File: src/rtl/mem_bus_arbiter.sv
// CPU / LCD-fetch arbiter for the shared nibble RAM/VRAM bus.
// Optional video starvation guard: define MEM_ARB_STARVE_GUARD_EN.
module mem_bus_arbiter #(
    parameter int ADDR_WIDTH   = 12,
    parameter int DATA_WIDTH   = 4,
    parameter int BURST_LEN    = 4,
    parameter int STARVE_LIMIT = 8
) (
    input  logic                  clk,
    input  logic                  reset_n,
    input  logic                  cpu_req,
    input  logic                  cpu_write_en,
    input  logic [ADDR_WIDTH-1:0] cpu_addr,
    input  logic [DATA_WIDTH-1:0] cpu_write_data,
    output logic [DATA_WIDTH-1:0] cpu_read_data,
    output logic                  cpu_ack,
    input  logic                  vid_req,
    input  logic [ADDR_WIDTH-1:0] vid_addr,
    output logic                  vid_ack,
    output logic                  vid_data_valid,
    output logic [DATA_WIDTH-1:0] vid_data,
    output logic                  vid_done,
    output logic                  mem_write_en,
    output logic [ADDR_WIDTH-1:0] mem_addr,
    output logic [DATA_WIDTH-1:0] mem_write_data,
    input  logic [DATA_WIDTH-1:0] mem_read_data
);

    localparam int CMAX = (BURST_LEN > STARVE_LIMIT) ? BURST_LEN : STARVE_LIMIT;
    localparam int CW = $clog2(CMAX + 1);
    localparam logic [CW-1:0] BL = CW'(BURST_LEN);

    typedef enum logic [2:0] {
        IDLE,
        CPU_ISSUE,
        CPU_DATA,
        VID_BURST,
        VID_DRAIN
    } state_t;

    state_t state, state_nx;
    logic [CW-1:0] beat_cnt;
    logic          cpu_we_q;
    logic          iss_v, iss_last;
    logic          ret_v, ret_last;
    logic          cpu_go, vid_go, forced;

`ifdef MEM_ARB_STARVE_GUARD_EN
    localparam logic [CW-1:0] SL = CW'(STARVE_LIMIT);
    logic [CW-1:0] starve_cnt;
    logic          cpu_phase;

    assign forced    = vid_req && !vid_ack && (starve_cnt == SL);
    assign cpu_phase = (state == IDLE) || (state == CPU_ISSUE) || (state == CPU_DATA);

    always_ff @(posedge clk or negedge reset_n) begin
        if (!reset_n) begin
            starve_cnt <= '0;
        end else if (vid_go) begin
            starve_cnt <= '0;
        end else if (vid_req && cpu_phase && starve_cnt != SL) begin
            starve_cnt <= starve_cnt + CW'(1);
        end
    end
`else
    assign forced = 1'b0;
`endif

    // A request still held during its ack cycle keeps the bus for the CPU
    always_comb begin
        state_nx = state;
        cpu_go   = 1'b0;
        vid_go   = 1'b0;
        unique case (state)
            IDLE: begin
                if (forced) begin
                    vid_go = 1'b1;
                end else if (cpu_req && !cpu_ack) begin
                    cpu_go = 1'b1;
                end else if (!cpu_req && vid_req && !vid_ack) begin
                    vid_go = 1'b1;
                end
                if (cpu_go) state_nx = CPU_ISSUE;
                if (vid_go) state_nx = VID_BURST;
            end
            CPU_ISSUE: state_nx = CPU_DATA;
            CPU_DATA:  state_nx = IDLE;
            VID_BURST: if (beat_cnt == BL) state_nx = VID_DRAIN;
            VID_DRAIN: if (ret_v && ret_last) state_nx = IDLE;
            default:   state_nx = IDLE;
        endcase
    end

    always_ff @(posedge clk or negedge reset_n) begin
        if (!reset_n) begin
            state          <= IDLE;
            beat_cnt       <= '0;
            cpu_we_q       <= 1'b0;
            iss_v          <= 1'b0;
            iss_last       <= 1'b0;
            ret_v          <= 1'b0;
            ret_last       <= 1'b0;
            cpu_read_data  <= '0;
            cpu_ack        <= 1'b0;
            vid_ack        <= 1'b0;
            vid_data_valid <= 1'b0;
            vid_data       <= '0;
            vid_done       <= 1'b0;
            mem_write_en   <= 1'b0;
            mem_addr       <= '0;
            mem_write_data <= '0;
        end else begin
            state          <= state_nx;
            mem_write_en   <= 1'b0;
            cpu_ack        <= 1'b0;
            vid_ack        <= 1'b0;
            vid_data_valid <= 1'b0;
            vid_done       <= 1'b0;
            iss_v          <= 1'b0;
            iss_last       <= 1'b0;
            ret_v          <= iss_v;
            ret_last       <= iss_last;

            if (cpu_go) begin
                mem_addr       <= cpu_addr;
                mem_write_data <= cpu_write_data;
                mem_write_en   <= cpu_write_en;
                cpu_we_q       <= cpu_write_en;
            end

            if (state == CPU_DATA) begin
                cpu_ack <= 1'b1;
                if (!cpu_we_q) cpu_read_data <= mem_read_data;
            end

            if (vid_go) begin
                mem_addr <= vid_addr;
                vid_ack  <= 1'b1;
                beat_cnt <= CW'(1);
                iss_v    <= 1'b1;
                iss_last <= (BL == CW'(1));
            end

            // Beat address wraps naturally at the top of the address space
            if (state == VID_BURST && beat_cnt != BL) begin
                mem_addr <= mem_addr + ADDR_WIDTH'(1);
                beat_cnt <= beat_cnt + CW'(1);
                iss_v    <= 1'b1;
                iss_last <= (beat_cnt == BL - CW'(1));
            end

            if (ret_v) begin
                vid_data_valid <= 1'b1;
                vid_data       <= mem_read_data;
                vid_done       <= ret_last;
            end
        end
    end

endmodule

File: config.mk
export PLATFORM = sky130hd
export DESIGN_NAME = mem_bus_arbiter
export DESIGN_NICKNAME = d
export VERILOG_FILES = /design/src/rtl/mem_bus_arbiter.sv
export SDC_FILE = /design/constraint.sdc
export NUM_CORES = 1
export LEC_CHECK = 0
export BUFFER_PORTS_ARGS = -buffer_cell sky130_fd_sc_hd__buf_2
export CAP_MARGIN = 30
export CORE_ASPECT_RATIO = 2
export CORE_MARGIN = 1
export CORE_UTILIZATION = 50
export DETAILED_ROUTE_END_ITERATION = 6
export PLACE_DENSITY = 0.79
export SLEW_MARGIN = 20
export SYNTH_ARGS = -nofsm -noshare
export SYNTH_HDL_FRONTEND = slang
export SYNTH_SLANG_ARGS = --single-unit
export TNS_END_PERCENT = 100
File: constraint.sdc
create_clock -name clk -period 2.8 [get_ports clk]
set_input_delay 0.84 -clock clk [delete_from_list [all_inputs] [get_ports clk]]
set_output_delay 0.84 -clock clk [all_outputs]
set_load 0.02 [all_outputs]
==> out/results.ini <==
[sta]
rsz0062_at_grt = no
setup_viol_count_final = 0
worst_pin_slew_ps = 649
finalHoldViolCount = 0
fmax_ghz = 0.467
min_period_over_period_pct = 76.5
skew_ps = 3.72
tns_ps = 0
slew_headroom_pct = 56.6
min_period_ps = 2140
slew_violations = 0

[logic_synthesis]
syn_area_per_cell_um2 = 10.5
async_reset_ff_share_pct = 100
syn-num-nets = 225
yosysUniqueCellTypes = 42
ys_seq_area_share_pct = 52.7
ys_top_cells_by_count = dfrtp_1 (41), nand2_1 (25), a21oi_1 (18), nor2_1 (10), mux2_2 (8)
synthFlopType = dfrtp_1
netlist_instances = 185
synth_edf_count = 0
ys_ff_latch = 41
netlist.area_leader.share_pct = 52.7
yosys_warnings = 0
yosysMostFrequentCell = dfrtp_1
synthTopCellsByArea = dfrtp_1 (53%), nand2_1 (4.8%), a21oi_1 (4.6%), mux2_2 (4.6%), o22a_1 (2.7%)
yosysTopAreaCell = dfrtp_1
syn-cell-area_um2 = 1950

[worst_setup_path]
required_ps = 2990
reg2regPathDepth = 7
r2r_slack_ps = 700
critPathMaxFanout = 17
r2r_start = beat_cnt[0]$_DFFE_PN0P_
worstSetupEndpointType = flop
crit_type = in2reg
crit_arrival_ps = 2330
r2r_end = mem_addr[5]$_DFFE_PN0P_
start_kind = input port

[grt]
grt_max_degree = 42
grt_pass1_vias = 1558
grt_pass1_wl_um = 6780
antenna_found_initial = 0
grt_overflow = 0
track_usage_pct = 22.2

[cts]
cts_resized = 0
cts_hold_buf = 0
clkTransAtPathRegs_ps = 80
postCtsSetupBuffers = 0
htreeDepth = 2
clock_path_buffers = 2
cts-root-buf = clkbuf_8
cts_tree = yes
numCtsBuffers = 5
clock_latency_ps = 290
cts.sinks = 41

[job]
maxCapViolations = 0

[hold_path]
hold_path_class = reg2reg
hold_end = ret_last$_DFF_PN0_
min_path_cells = 0
worstHoldStart = iss_last$_DFF_PN0_

[layout]
ff_latch_area_um2 = 1030
syn2layout_area_growth_pct = 25.9
post-route-util_pct = 66.6
fillers = 309
nets = 293
layout-drive-gt1-share_pct = 36.6
final_area_um2 = 2450
stdcell_count = 303
multiInputGateArea_um2 = 845
antenna_cells = 0

[run_status]
status = complete, no violations

[power_and_ir_drop]
ir_drop_mv = 0.706
power.total_w = 0.00297
power.density_nw_per_um2 = 1210
power.leakage_nw = 1.22

[detailed_routing]
wl_per_cell_um = 14.3
vias = 1686
dr.pass1.iters = 4
drt-total-wl_um = 4320
drtIter0Drc = 45
via_per_inst = 5.56
remaining_drc_errors = 0
ant_nets = 0

[die]
initial_utilization_pct = 52.9
rows = 31
die_h_um = 90.3
die_area_um2 = 4160
core_um2 = 3680
fp.dieW_um = 46.1
num_io_pins = 66

[placement]
place_congestion = 0.806
io_buffers = 65
hpwl_um = 3140
placed_area_um2 = 2300
dp_cells = 294

-- worst max-delay path by stage --
stage | from | end | slack (ps)
2_1_floorplan | vid_req | mem_addr[5]$_DFFE_PN0P_ | 860
3_3_place_gp | vid_req | mem_addr[5]$_DFFE_PN0P_ | 390
3_5_place_dp | vid_req | mem_addr[5]$_DFFE_PN0P_ | 340
4_1_cts | vid_req | mem_addr[5]$_DFFE_PN0P_ | 660
5_1_grt | vid_req | mem_addr[5]$_DFFE_PN0P_ | 540
6_report | vid_req | mem_addr[5]$_DFFE_PN0P_ | 660
-- state kept, by name (all words and copies together), names as in the netlist --
signal,flops
iss_last,1
mem_addr,12
vid_data_valid,1
vid_data,4
cpu_we_q,1
mem_write_en,1
vid_ack,1
vid_done,1
ret_last,1
mem_write_data,4
beat_cnt,4
state,3
iss_v,1
cpu_read_data,4
ret_v,1
cpu_ack,1
-- cell families (layout without fill, tap and decap cells) --
kind of cell	count (synthesis)	in the layout	share of synthesized area [%]
muxes	9	9	5.14
AOI/OAI and AO/OA	54	54	19.3
buffers and inverters	14	83	3.98
adders and majority gates	3	3	1.93
DFF	41	41	52.7
and+or+nand+nor	64	64	17.0
-- cell usage in the layout, fill, tap and decap left out, types with 4 or more instances in the layout --
master	synthesis	layout
buf_2	2	65
dfrtp_1	41	41
nand2_1	25	25
a21oi_1	18	18
nor2_1	10	10
mux2_2	8	8
nand3_1	6	6
o22a_1	6	6
o21ai_0	6	6
and2_1	5	5
clkbuf_8	0	5
inv_1	4	4
a32oi_1	4	4
o21ai_1	4	4
-- cell type report --
class,count,share of cell area (%)
sequential,41,41.8
multi-input combinational,130,34.4
timing repair buffer,68,14.7
clock buffer,5,2.81
clock inverter,3,2.65
tap,49,2.50
inverter,7,1.07
-- layer usage --
metal / track usage, % / wire length [µm]
met1: 22.4 / 1650
met2: 39.8 / 2380
met3: 4.40 / 182
met4: 10.8 / 109
met5: 0 / 0
-- critical path, stage by stage --
cell and delay, ps:
buf_2 100, nor3b_1 140, nand2_1 100, inv_2 140, nor3_4 600, inv_2 80, and2_1 160, o22a_1 160
-- power by group --
part	switching [W]	internal (W)	leakage, nW
sequential	0.000230	0.000851	0.503
combinational	0.000782	0.000553	0.650
clock	0.000198	0.000354	0.0681
-- per-stage QoR --
stage | setup slack [ps] | hold slack, ps
floorplan | 859 | 331
global placement | 390 | 332
detailed placement | 335 | 343
CTS | 657 | 361
global route | 541 | 374
finish | 657 | 357
Note: power is estimated with default switching activity, not from simulation.
